File: src/rtl/ascii2bin.sv
// Hex-text parser: assembles typed ASCII hex digits into a binary word and
// publishes it on Enter through a valid/ready port. Supports backspace and escape.
module ascii2bin #(
   parameter  int NBYTES = 2,
   localparam int NDIG   = 2 * NBYTES,
   localparam int W      = 8 * NBYTES,
   localparam int CW     = $clog2(NDIG + 1)
) (
   input  logic          clk,
   input  logic          rst,
   input  logic [7:0]    rx_data,
   input  logic          rx_valid,
   output logic          rx_ready,
   output logic [W-1:0]  o_data,
   output logic          o_valid,
   input  logic          o_ready,
   output logic [CW-1:0] digit_cnt,
   output logic          err
);

   typedef enum logic {COLLECT, HOLD} state_t;

   state_t        state;
   logic [W-1:0]  acc;
   logic [CW-1:0] cnt;
   logic          is_dig;
   logic [3:0]    nib;

   assign rx_ready  = (state == COLLECT);
   assign digit_cnt = cnt;

   // Upper and lower case letters map to the same nibble
   always_comb begin
      is_dig = 1'b0;
      nib    = 4'd0;
      if (rx_data >= 8'h30 && rx_data <= 8'h39) begin
         is_dig = 1'b1;
         nib    = 4'(rx_data - 8'h30);
      end else if (rx_data >= 8'h41 && rx_data <= 8'h46) begin
         is_dig = 1'b1;
         nib    = 4'(rx_data - 8'h37);
      end else if (rx_data >= 8'h61 && rx_data <= 8'h66) begin
         is_dig = 1'b1;
         nib    = 4'(rx_data - 8'h57);
      end
   end

   always_ff @(posedge clk or posedge rst) begin
      if (rst) begin
         state   <= COLLECT;
         acc     <= '0;
         cnt     <= '0;
         o_data  <= '0;
         o_valid <= 1'b0;
         err     <= 1'b0;
      end else begin
         err <= 1'b0;
         case (state)
            COLLECT: begin
               // rx_ready is high in this state, so rx_valid alone means consumed
               if (rx_valid) begin
                  if (is_dig) begin
                     if (cnt < CW'(NDIG)) begin
                        acc <= {acc[W-5:0], nib};
                        cnt <= cnt + CW'(1);
                     end else begin
                        err <= 1'b1;
                     end
                  end else begin
                     case (rx_data)
                        8'h08: begin
                           if (cnt != '0) begin
                              acc <= acc >> 4;
                              cnt <= cnt - CW'(1);
                           end
                        end
                        8'h1B: begin
                           acc <= '0;
                           cnt <= '0;
                        end
                        8'h0D: begin
                           if (cnt != '0) begin
                              o_data  <= acc;
                              o_valid <= 1'b1;
                              acc     <= '0;
                              cnt     <= '0;
                              state   <= HOLD;
                           end
                        end
                        default: err <= 1'b1;
                     endcase
                  end
               end
            end
            HOLD: begin
               if (o_ready) begin
                  o_valid <= 1'b0;
                  state   <= COLLECT;
               end
            end
            default: state <= COLLECT;
         endcase
      end
   end

endmodule

File: config.mk
export PLATFORM = sky130hd
export DESIGN_NAME = ascii2bin
export DESIGN_NICKNAME = d
export VERILOG_FILES = /design/src/rtl/ascii2bin.sv
export SDC_FILE = /design/constraint.sdc
export NUM_CORES = 1
export LEC_CHECK = 0
export ABC_AREA = 1
export BUFFER_PORTS_ARGS = -buffer_cell sky130_fd_sc_hd__buf_2
export CAP_MARGIN = 20
export CORE_MARGIN = 5
export CORE_UTILIZATION = 60
export CTS_CLUSTER_SIZE = 30
export DETAILED_ROUTE_END_ITERATION = 16
export PLACE_DENSITY = 0.86
export SLEW_MARGIN = 20
export SYNTH_ARGS = -nofsm -noshare
export SYNTH_HDL_FRONTEND = slang
export SYNTH_SLANG_ARGS = --single-unit
File: constraint.sdc
create_clock -name clk -period 2.8 [get_ports clk]
set_input_delay 0 -clock clk [delete_from_list [all_inputs] [get_ports clk]]
set_output_delay 0 -clock clk [all_outputs]
set_load 0.02 [all_outputs]
# [Word-level counts from Yosys, hierarchy flattened]
# Index checks and enable logic that the tools add are counted.
[word_totals] reg_bits=38 latchBits=0 ramBits=0 romBits=0 inputBits=12 out_inout_bits=22 memories=0
[op_classes] add_sub_neg=5 n_mul=0 div=0 order_cmp=7 eq_ne=11 shift=0 mux=33 n_bitwise=2 n_reduce_logical=9
[ops] cell="2-to-1 mux 16 bit" count=4
[ops] cell="one-hot mux 16 bit (3 select lines)" count=1
[ops] cell="2-to-1 mux 1 bit" count=18
[ops] cell="== test 8 x 4 -> 1 bit, second input constant" count=2
[ops] cell=">= comparator 8 x 7 -> 1 bit, second input constant" count=2
[ops] cell="<= comparator 8 x 7 -> 1 bit, second input constant" count=2
[ops] cell="2-to-1 mux 3 bit" count=4
[ops] cell="2-to-1 mux 4 bit" count=3
[ops] cell="AND reduction 5 bit" count=2
[ops] cell="one-hot mux 3 bit (3 select lines)" count=1
[ops] cell="== test 8 x 5 -> 1 bit, second input constant" count=1
[ops] cell=">= comparator 8 x 6 -> 1 bit, second input constant" count=1
[ops] cell="<= comparator 8 x 6 -> 1 bit, second input constant" count=1
[ops] cell="subtractor 4 x 3 -> 4 bit, second input constant" count=2
[ops] cell="!= test 2 x 1 -> 1 bit, second input constant" count=3
[ops] cell="!= test 2 bit, second input constant" count=3
[ops] cell="!= test 3 bit, second input constant" count=2
[ops] cell="AND reduction 6 bit" count=1
[ops] cell="one-hot mux 1 bit (2 select lines)" count=2
[ops] cell="nonzero test 4 bit" count=1
[ops] cell="subtractor 4 x 1 -> 4 bit, second input constant" count=1
[ops] cell="adder 3 x 1 -> 3 bit, second input constant" count=1
[ops] cell="logical AND 1 bit" count=3
[ops] cell="< comparator 3 bit, second input constant" count=1
[ops] cell="4 further kinds" count=5

# [Longest topological paths before layout]
# Gate-level depths: netlist of run 1.
[depth] word_depth=8 mapped_depth=12

# [Least setup slack after synthesis of run 1]
# Ideal clock, no wire load.
[synth_timing] path_type="register to register" startpoint="register cnt[0], in the netlist digit_cnt[0]" endpoint="register o_data[15]" setup_time_ns=0.117 arrival_ns=1.608 required_time_ns=2.683 slack_ns=1.075 path_stages_with_launch=10 synth_period_minus_slack_ns=1.725 cell_sequence="dfrtp_1 -> inv_1 -> ha_1 -> inv_1 -> nor2_1 -> or3_1 -> buf_6 -> buf_6 -> nand2_2 -> o21ai_2"
[synth_via] elab_chain_cells=2
[synth_lines] element="from (decl)" line="25" rtl="logic [CW-1:0] cnt;"
[synth_lines] element="from (signal assigned)" line="65" rtl="cnt <= cnt + CW'(1);"
[synth_lines] element="from (signal assigned)" line="74" rtl="cnt <= cnt - CW'(1);"
[synth_lines] element="nonzero test 3 bit" line="82" rtl="if (cnt != '0) begin"
[synth_lines] element="AND reduction 5 bit (no source line)"
[synth_lines] element="to (signal assigned)" line="53" rtl="o_data <= '0;"
[synth_lines] element="to (signal assigned)" line="83" rtl="o_data <= acc;"
[synth_lines] element="to (decl)" line="14" rtl="output logic [W-1:0] o_data,"
# Every way passes these cells.
# A chain may end at the register's enable or synchronous reset.

# [Worst setup path after layout of run 1]
[layout_timing] startpoint="register cnt[0], in the netlist digit_cnt[0]" endpoint="register o_data[7]"
# The elaborated chain is that of the path after synthesis.

==> flow_summary.html, run 1 <==
<table>
<tr><th>Metric</th><th>Value</th></tr>
<tr><th colspan="2">Floorplanning</th></tr>
<tr><td>Top Ports</td><td>34</td></tr>
<tr><td>Die width</td><td>69.65 um</td></tr>
<tr><td>Row count</td><td>21</td></tr>
<tr><td>Vertical extent of the die</td><td>69.65 um</td></tr>
<tr><td>Placeable core region</td><td>0.003390 sq mm</td></tr>
<tr><td>Initial core utilization</td><td>0.6298</td></tr>
<tr><td>Area of the die</td><td>around 0.0049 sq mm</td></tr>
<tr><th colspan="2">Yosys</th></tr>
<tr><td>Area fraction in compound gates after synthesis</td><td>0.08030</td></tr>
<tr><td>Number of synthesized register bits</td><td>38</td></tr>
<tr><td>Area share of and/or/nand/nor cells after synthesis</td><td>0.3206</td></tr>
<tr><td>Adder-cell share of the synthesized area</td><td>0.04103</td></tr>
<tr><td>Synthesis Warnings</td><td>0</td></tr>
<tr><td>Mean cell area of the mapped netlist</td><td>7.623 sq um</td></tr>
<tr><td>Cell count after synthesis</td><td>280</td></tr>
<tr><td>Xor/xnor cell area share of the yosys netlist</td><td>0.008206</td></tr>
<tr><td>Unique masters post-synth</td><td>19</td></tr>
<tr><td>Cell type contributing the most total cell area after synthesis</td><td>sky130_fd_sc_hd__dfrtp_1</td></tr>
<tr><td>Synthesized area</td><td>0.002135 sq mm</td></tr>
<tr><td>Sequential cell area fraction in the yosys report</td><td>0.4455</td></tr>
<tr><td>Top area cells in the synthesized netlist</td><td>sky130_fd_sc_hd__dfrtp_1 45%, sky130_fd_sc_hd__nand2_1 23%, sky130_fd_sc_hd__inv_1 6.7%</td></tr>
<tr><td>Dominant combinational cell family by area after synthesis</td><td>simple AND/OR/NAND/NOR gates</td></tr>
<tr><td>Post-Syn Nets</td><td>299</td></tr>
<tr><td>Portion of synthesized cell area occupied by the leading cell type</td><td>0.4455</td></tr>
<tr><td>Proportion of synthesized area in mux cells</td><td>0</td></tr>
<tr><th colspan="2">Worst setup path</th></tr>
<tr><td>CP max-delay cell</td><td>sky130_fd_sc_hd__dfrtp_1</td></tr>
<tr><td>Most common cell on crit path</td><td>sky130_fd_sc_hd__inv_1</td></tr>
<tr><td>Maximum fanout along the worst path</td><td>34</td></tr>
<tr><td>Data required time at the worst endpoint</td><td>~3.0 ns</td></tr>
<tr><td>Crit path capture type</td><td>flop</td></tr>
<tr><td>Ordered cell list for the critical path</td><td>inv_1, ha_1, inv_1, nor2_1, or3_1, buf_4, nand2_1, o21ai_2</td></tr>
<tr><td>Critical Path Max Stage Delay</td><td>about 0.43 ns</td></tr>
<tr><td>Crit path launch type</td><td>flop</td></tr>
<tr><td>Classification of the worst setup path</td><td>reg2reg</td></tr>
<tr><td>Worst path arrival time</td><td>2.00 ns</td></tr>
<tr><th colspan="2">CTS</th></tr>
<tr><td>Post-CTS clock slew at the launch and capture registers of the worst setup and hold paths</td><td>0.12 ns</td></tr>
<tr><td>TritonCTS Buffers</td><td>5</td></tr>
<tr><td>CTS Hold Bufs</td><td>3</td></tr>
<tr><td>CTS tree</td><td>built</td></tr>
<tr><td>CTS H-tree lvls</td><td>2</td></tr>
<tr><td>Clock insertion delay at the later pin of the skew report</td><td>~0.34 ns</td></tr>
<tr><td>Clock Sinks</td><td>38</td></tr>
<tr><td>Maximum number of buffers from clock root to sink</td><td>2</td></tr>
<tr><td>Post-CTS setup buffers</td><td>0</td></tr>
<tr><td>Library cell used as clock root buffer</td><td>sky130_fd_sc_hd__clkbuf_4</td></tr>
<tr><td>Resized Gates After CTS</td><td>0</td></tr>
<tr><th colspan="2">Status</th></tr>
<tr><td>Result of the run</td><td>finished, final reports clean</td></tr>
<tr><th colspan="2">STA</th></tr>
<tr><td>Share of the clock period used by the worst path after layout</td><td>0.6343</td></tr>
<tr><td>Worst Tran Pin Value</td><td>0.6393 ns</td></tr>
<tr><td>RSZ-0062 raised after global routing</td><td>false</td></tr>
<tr><td>Final hold violation count</td><td>0</td></tr>
<tr><td>Setup violation total in the final timing report</td><td>0</td></tr>
<tr><td>Fin Clk Skew</td><td>0.01217 ns</td></tr>
<tr><td>Relative slew slack</td><td>0.5722</td></tr>
<tr><td>Fmax</td><td>563.0 MHz</td></tr>
<tr><td>Number of pins with negative max-slew slack in the final report</td><td>0</td></tr>
<tr><td>Clock period minus final worst setup slack</td><td>1.776 ns</td></tr>
<tr><td>Setup TNS</td><td>0 ns</td></tr>
<tr><th colspan="2">Pwr</th></tr>
<tr><td>Cell internal pwr</td><td>between 0.0007 and 0.0008 W</td></tr>
<tr><td>Total power per unit cell area</td><td>495.5 mW/mm^2</td></tr>
<tr><td>Switching part of the total</td><td>0.3247</td></tr>
<tr><td>Clock network power share</td><td>0.253</td></tr>
<tr><td>Max VDD drop</td><td>~0.0004 V</td></tr>
<tr><td>Sequential Power Share</td><td>0.520</td></tr>
<tr><td>Combinational share of power</td><td>0.228</td></tr>
<tr><td>Reported leakage power</td><td>~1.4 nW</td></tr>
<tr><td>Power dissipated by switching net loads</td><td>~0.00038 W</td></tr>
<tr><th colspan="2">Detailed routing</th></tr>
<tr><td>Routed via count</td><td>1758</td></tr>
<tr><td>Count of nets left with antenna violations after detail routing</td><td>0</td></tr>
<tr><td>DR pass1 iterations</td><td>5</td></tr>
<tr><td>Number of violations reported at the end of detailed-routing iteration 0</td><td>56</td></tr>
<tr><td>DRC</td><td>0</td></tr>
<tr><td>Routed length per placed instance</td><td>10.88 um</td></tr>
<tr><td>Via count normalized by instance count</td><td>4.830</td></tr>
<tr><td>Total detailed-routing wirelength</td><td>about 4000 um</td></tr>
<tr><th colspan="2">Layout</th></tr>
<tr><td>Layout net count</td><td>336</td></tr>
<tr><td>Highest-count cells in the layout ignoring fill and taps</td><td>131 x sky130_fd_sc_hd__nand2_1, 38 x sky130_fd_sc_hd__inv_1, 38 x sky130_fd_sc_hd__dfrtp_1, 33 x sky130_fd_sc_hd__buf_2, 16 x sky130_fd_sc_hd__o21ai_2</td></tr>
<tr><td>Most common library cell in the layout ignoring fill and taps</td><td>sky130_fd_sc_hd__nand2_1</td></tr>
<tr><td>Fraction of layout cells with a size suffix above 1</td><td>0.2138</td></tr>
<tr><td>Total inserted antenna cells</td><td>0</td></tr>
<tr><td>Final instance count without filler cells</td><td>364</td></tr>
<tr><td>Synthesis-to-finish area growth</td><td>11.61%</td></tr>
<tr><th colspan="2">Place</th></tr>
<tr><td>Placed Instances</td><td>roughly 350</td></tr>
<tr><td>HPWL after DPL</td><td>2990 um</td></tr>
<tr><td>IO buf count</td><td>33</td></tr>
<tr><td>Placer's final routability congestion estimate</td><td>0.8578</td></tr>
<tr><th colspan="2">Global route</th></tr>
<tr><td>GR met2 Demand/Resource</td><td>0.2998</td></tr>
<tr><td>Met1 capacity usage during global routing</td><td>0.2202</td></tr>
<tr><td>Layer carrying the most global-route usage</td><td>met2</td></tr>
<tr><td>Overflow left after global routing</td><td>0</td></tr>
<tr><td>Initial antenna violation count</td><td>0</td></tr>
<tr><td>Pin count of the biggest net entering global routing</td><td>35</td></tr>
<tr><td>Global routing met3 resource utilization</td><td>0.05507</td></tr>
<tr><td>Overall track demand over capacity in global routing</td><td>0.1780</td></tr>
<tr><td>Global-route wire length before repair</td><td>7065 um</td></tr>
<tr><td>Vias in the first global route</td><td>1626</td></tr>
<tr><th colspan="2">Job</th></tr>
<tr><td>Max-cap violations</td><td>0</td></tr>
<tr><th colspan="2">Worst hold path</th></tr>
<tr><td>Hold WC Path Type</td><td>in2reg</td></tr>
</table>
kinds of logic (layout without fill, tap and decap cells):
group / count (synthesis) / count (layout)
adders and majority gates: 7 / 7
and+or+nand+nor: 167 / 167
AOI/OAI and AO/OA: 20 / 20
xor gates and xnor gates: 2 / 2
DFF: 38 / 38
buffers and inverters: 46 / 84
synthesized netlist by cell type:
| master | n |
|---|---|
| sky130_fd_sc_hd__a21oi_1 | 1 |
| sky130_fd_sc_hd__a21oi_4 | 1 |
| sky130_fd_sc_hd__buf_2 | 1 |
| sky130_fd_sc_hd__buf_4 | 1 |
| sky130_fd_sc_hd__buf_6 | 6 |
| sky130_fd_sc_hd__dfrtp_1 | 38 |
| sky130_fd_sc_hd__ha_1 | 7 |
| sky130_fd_sc_hd__inv_1 | 38 |
| sky130_fd_sc_hd__nand2_1 | 131 |
| sky130_fd_sc_hd__nand2_2 | 3 |
| sky130_fd_sc_hd__nand2_4 | 3 |
| sky130_fd_sc_hd__nand3_1 | 11 |
| sky130_fd_sc_hd__nand3_2 | 1 |
| sky130_fd_sc_hd__nor2_1 | 15 |
| sky130_fd_sc_hd__nor2_2 | 2 |
| sky130_fd_sc_hd__o21ai_0 | 2 |
| sky130_fd_sc_hd__o21ai_2 | 16 |
| sky130_fd_sc_hd__or3_1 | 1 |
| sky130_fd_sc_hd__xor2_1 | 2 |
stage by stage:
step	hold WS, ns	worst slack [ns]	instance area, sq um	total power [W]	util
2_1_floorplan	0.09645	1.075	2135	0.0008142	-
3_3_place_gp	0.03875	1.061	2292	0.0008772	0.6763
3_5_place_dp	0.03436	0.9786	2292	0.0008907	0.6763
4_1_cts	0.06892	1.038	2382	0.001185	0.7028
5_1_grt	0.1019	0.8953	2382	0.001259	0.7028
6_report	0.06604	1.024	2382	0.001180	0.7028
final cells by class:
type	count	area [sq um]
inverters	38	142.6
multi-input cells	196	960.9
flip-flops and latches	38	950.9
repair buffers	38	210.2
clock buffers	7	55.05
clock inverters	1	5.005
well taps	46	57.56
fillers	282	1007
critical path, delay by kind of cell (launching register included):
family / cells / cell delay (ns)
adder cells (fa/ha/maj): 1 / 0.20
AO/OA/AOI/OAI: 1 / 0.05
flip-flops: 1 / 0.43
AND/OR/NAND/NOR: 3 / 0.55
buffers and inverters: 3 / 0.41
worst paths after layout:
check | startpoint | end | slack, ns | cells past startpoint
min in group asynchronous | rst | o_data[15] | 0.20 | 3
worst max register to register | digit_cnt[0] | o_data[7] | 1.02 | 8
worst min register to register | o_data[13] | o_data[13] | 0.49 | 2
worst max-delay path | digit_cnt[0] | o_data[7] | 1.02 | 8
max in group asynchronous | rst | acc[2] | 1.90 | 4
worst min-delay path | rx_data[0] | acc[0] | 0.07 | 5
flip-flops by register name, indices dropped and copies added (netlist names):
signal     count
acc           16
o_valid        1
err            1
digit_cnt      3
o_data        16
state          1
per-layer routing:
layer / wire length (um) / vias to the layer above
met5: 0 / -
met4: 52 / 0
met3: 211 / 4
met2: 1918 / 35
met1: 1779 / 809
li1: - / 910
power groups by stage:
stage	Sequential, W	Combinational (W)	Clock, W
after detailed placement	0.000625	0.000266	0
after global routing	0.000622	0.000310	0.000326
after floorplan	0.000647	0.000167	0
after CTS	0.000614	0.000271	0.000300
final	0.000614	0.000269	0.000298
after global placement	0.000622	0.000255	0
Power figures use the tool's default switching activity.
==> run 2, diff against run 1 <==
CORE_UTILIZATION = 51   (was 60)
PLACE_DENSITY = 0.78   (was 0.86)
clock period = 1.5 ns   (was 2.8 ns; I/O delays follow)
==> run 2 against run 1 <==
Compared with the run above:
- critical path depth is the same
- largest cell class unchanged
- non-clock buffer count rose by 12
- critical path type unchanged
- sequential share of layout area is 2.9 points lower
- utilization is 6.4 points lower
- maximum frequency grew 25%
- clock-buffer cell count fell by 1
- clock skew fell by 0.0082 ns
- sequential cell count unchanged
- hold slack lost 0.016 ns
- combinational power grew 140%
- first-iteration DRC count grew 91%
==> flow_summary.html, run 2 (synthesis gave the netlist of run 1 again) <==
<table>
<tr><th>Metric</th><th>Value</th></tr>
<tr><th colspan="2">Layout</th></tr>
<tr><td>Synthesis-to-finish area growth</td><td>20.57%</td></tr>
<tr><td>Layout net count</td><td>350</td></tr>
<tr><td>Final instance count without filler cells</td><td>382</td></tr>
<tr><td>Total inserted antenna cells</td><td>0</td></tr>
<tr><td>Most common library cell in the layout ignoring fill and taps</td><td>sky130_fd_sc_hd__nand2_1</td></tr>
<tr><td>Final standard cell utilization of the core</td><td>0.6388</td></tr>
<tr><td>Fraction of layout cells with a size suffix above 1</td><td>0.2801</td></tr>
<tr><td>Highest-count cells in the layout ignoring fill and taps</td><td>130 x sky130_fd_sc_hd__nand2_1, 36 x sky130_fd_sc_hd__dfrtp_1, 34 x sky130_fd_sc_hd__inv_1, 33 x sky130_fd_sc_hd__buf_2, 16 x sky130_fd_sc_hd__o21ai_2</td></tr>
<tr><td>Final instance area</td><td>0.002574 sq mm</td></tr>
<tr><th colspan="2">Floorplanning</th></tr>
<tr><td>Area of the die</td><td>0.005579 sq mm</td></tr>
<tr><td>Top Ports</td><td>34</td></tr>
<tr><td>Row count</td><td>23</td></tr>
<tr><td>Placeable core region</td><td>0.004029 sq mm</td></tr>
<tr><td>Die width</td><td>74.70 um</td></tr>
<tr><td>Initial core utilization</td><td>0.5298</td></tr>
<tr><td>Vertical extent of the die</td><td>74.70 um</td></tr>
<tr><th colspan="2">Pwr</th></tr>
<tr><td>Reported leakage power</td><td>1.451 nW</td></tr>
<tr><td>PnR Total Power</td><td>0.002519 W</td></tr>
<tr><td>Total power per unit cell area</td><td>978.7 mW/mm^2</td></tr>
<tr><td>Max VDD drop</td><td>roughly 0.0007 V</td></tr>
<tr><th colspan="2">Global route</th></tr>
<tr><td>Pin count of the biggest net entering global routing</td><td>39</td></tr>
<tr><td>Overflow left after global routing</td><td>0</td></tr>
<tr><td>Global-route wire length before repair</td><td>about 7600 um</td></tr>
<tr><td>Initial antenna violation count</td><td>0</td></tr>
<tr><td>Vias in the first global route</td><td>1787</td></tr>
<tr><td>Overall track demand over capacity in global routing</td><td>0.1773</td></tr>
<tr><th colspan="2">STA</th></tr>
<tr><td>Worst Tran Pin Value</td><td>roughly 0.48 ns</td></tr>
<tr><td>Clock period minus final worst setup slack</td><td>between 1 and 1.5 ns</td></tr>
<tr><td>Fmax</td><td>701.2 MHz</td></tr>
<tr><td>Share of the clock period used by the worst path after layout</td><td>0.9508</td></tr>
<tr><td>Final hold violation count</td><td>0</td></tr>
<tr><td>Number of pins with negative max-slew slack in the final report</td><td>0</td></tr>
<tr><td>PnR worst setup slack</td><td>0.07380 ns</td></tr>
<tr><td>Setup violation total in the final timing report</td><td>0</td></tr>
<tr><td>Relative slew slack</td><td>0.6823</td></tr>
<tr><td>Fin Clk Skew</td><td>0.003928 ns</td></tr>
<tr><td>RSZ-0062 raised after global routing</td><td>false</td></tr>
<tr><th colspan="2">Detailed routing</th></tr>
<tr><td>Count of nets left with antenna violations after detail routing</td><td>0</td></tr>
<tr><td>Total detailed-routing wirelength</td><td>4487 um</td></tr>
<tr><td>Number of violations reported at the end of detailed-routing iteration 0</td><td>107</td></tr>
<tr><td>Routed via count</td><td>1818</td></tr>
<tr><td>DRC</td><td>0</td></tr>
<tr><td>Via count normalized by instance count</td><td>about 4.8</td></tr>
<tr><td>Routed length per placed instance</td><td>11.75 um</td></tr>
<tr><td>DR pass1 iterations</td><td>4</td></tr>
<tr><th colspan="2">CTS</th></tr>
<tr><td>TritonCTS Buffers</td><td>5</td></tr>
<tr><td>Post-CTS clock slew at the launch and capture registers of the worst setup and hold paths</td><td>0.08 ns</td></tr>
<tr><td>CTS tree</td><td>built</td></tr>
<tr><td>CTS H-tree lvls</td><td>2</td></tr>
<tr><td>Maximum number of buffers from clock root to sink</td><td>2</td></tr>
<tr><td>Clock Sinks</td><td>38</td></tr>
<tr><td>Library cell used as clock root buffer</td><td>sky130_fd_sc_hd__clkbuf_8</td></tr>
<tr><td>Clock insertion delay at the later pin of the skew report</td><td>0.29 ns</td></tr>
<tr><th colspan="2">Worst setup path</th></tr>
<tr><td>Maximum fanout along the worst path</td><td>18</td></tr>
<tr><td>End of the worst register-to-register path</td><td>o_data[7]</td></tr>
<tr><td>Crit path launch type</td><td>flop</td></tr>
<tr><td>Worst path arrival time</td><td>about 1.6 ns</td></tr>
<tr><td>Crit path capture type</td><td>flop</td></tr>
<tr><td>Classification of the worst setup path</td><td>reg2reg</td></tr>
<tr><td>Data required time at the worst endpoint</td><td>1.69 ns</td></tr>
<tr><td>Reg2Reg Launch Point</td><td>digit_cnt[1]</td></tr>
<tr><td>Setup slack of the most critical reg-to-reg path</td><td>0.07 ns</td></tr>
<tr><td>Worst reg2reg path depth</td><td>8</td></tr>
<tr><th colspan="2">Worst hold path</th></tr>
<tr><td>Source of the worst hold timing path</td><td>rx_valid</td></tr>
<tr><td>Hold WC Path Type</td><td>in2reg</td></tr>
<tr><td>Min-Delay Endpoint</td><td>err</td></tr>
<tr><td>Worst Hold Depth</td><td>3</td></tr>
<tr><th colspan="2">Place</th></tr>
<tr><td>IO buf count</td><td>33</td></tr>
<tr><td>Placed Instances</td><td>369</td></tr>
<tr><td>Dpl ws</td><td>-0.02766 ns</td></tr>
<tr><td>Placer's final routability congestion estimate</td><td>0.7833</td></tr>
<tr><td>HPWL after DPL</td><td>around 3200 um</td></tr>
<tr><td>Post-placement cell area</td><td>around 0.0024 sq mm</td></tr>
<tr><th colspan="2">Job</th></tr>
<tr><td>Max-cap violations</td><td>0</td></tr>
<tr><th colspan="2">Status</th></tr>
<tr><td>Result of the run</td><td>finished, final reports clean</td></tr>
</table>
==> run 2: changes by cell type in the layout (fill, tap and decap cells not counted), moves of 4 or more <==
| cell | delta |
|---|---|
| sky130_fd_sc_hd__buf_4 | +10 |
| sky130_fd_sc_hd__clkbuf_4 | -5 |
| sky130_fd_sc_hd__clkbuf_8 | +5 |
| sky130_fd_sc_hd__inv_1 | -4 |
| sky130_fd_sc_hd__inv_2 | +4 |
==> run 2: what timing repair did <==
action,in CTS,in global routing
endpoints found under the setup margin,9,36
hold endpoints to repair,40,0
setup buffers,0,1
gates resized for setup,0,7
gates cloned,1,1
pin swaps,1,1
hold buffers,2,0
==> run 2: how the worst max path moves through the flow <==
stage,slack [ns],depth (start not counted),from,to
floorplan,-0.03,9,digit_cnt[0],o_data[15]
global placement,0.03,10,rx_data[1],o_data[12]
detailed placement,-0.03,10,rx_data[1],o_data[7]
CTS,-0.02,8,digit_cnt[1],o_data[7]
global route,0.001,6,state,o_data[7]
finish,0.07,8,digit_cnt[1],o_data[7]
==> run 2: report_power, final <==
group	switching [W]	total, W	internal (W)
clock	0.000369	0.000738	0.000369
combinational	0.000385	0.000643	0.000258
sequential	0.0000537	0.00114	0.00108
==> run 2: per-layer routing <==
metal,GRT usage,vias up,wire (um)
met5,0,-,0
met4,0.05336,0,48
met3,0.05207,6,259
met2,0.3190,36,2284
met1,0.2032,839,1894
li1,-,937,-
==> run 2: metrics by stage <==
stage	hold slack, ns	TNS (ns)
floorplan	0.09645	-0.3573
global placement	0.1361	0
detailed placement	0.1390	-0.08629
CTS	0.02987	-0.07031
global route	0.07585	0
finish	0.05047	0
==> run 2: critical path, stage by stage, from the launching register on <==
cell and delay, ns:
sky130_fd_sc_hd__dfrtp_2 0.37, sky130_fd_sc_hd__inv_2 0.06, sky130_fd_sc_hd__ha_4 0.15, sky130_fd_sc_hd__inv_2 0.03, sky130_fd_sc_hd__nor2_1 0.04, sky130_fd_sc_hd__or3_4 0.36
sky130_fd_sc_hd__buf_8 0.17, sky130_fd_sc_hd__nand2_1 0.08, sky130_fd_sc_hd__o21ai_2 0.05
==> run 2: area by class of cell <==
type                    count  area [sq um]
well taps                  50         62.56
clock buffers               6         82.58
flip-flops and latches     38         953.4
repair buffers             50         321.6
fillers                   354          1455
clock inverters             2         12.51
inverters                  38         142.6
multi-input cells         198         998.5
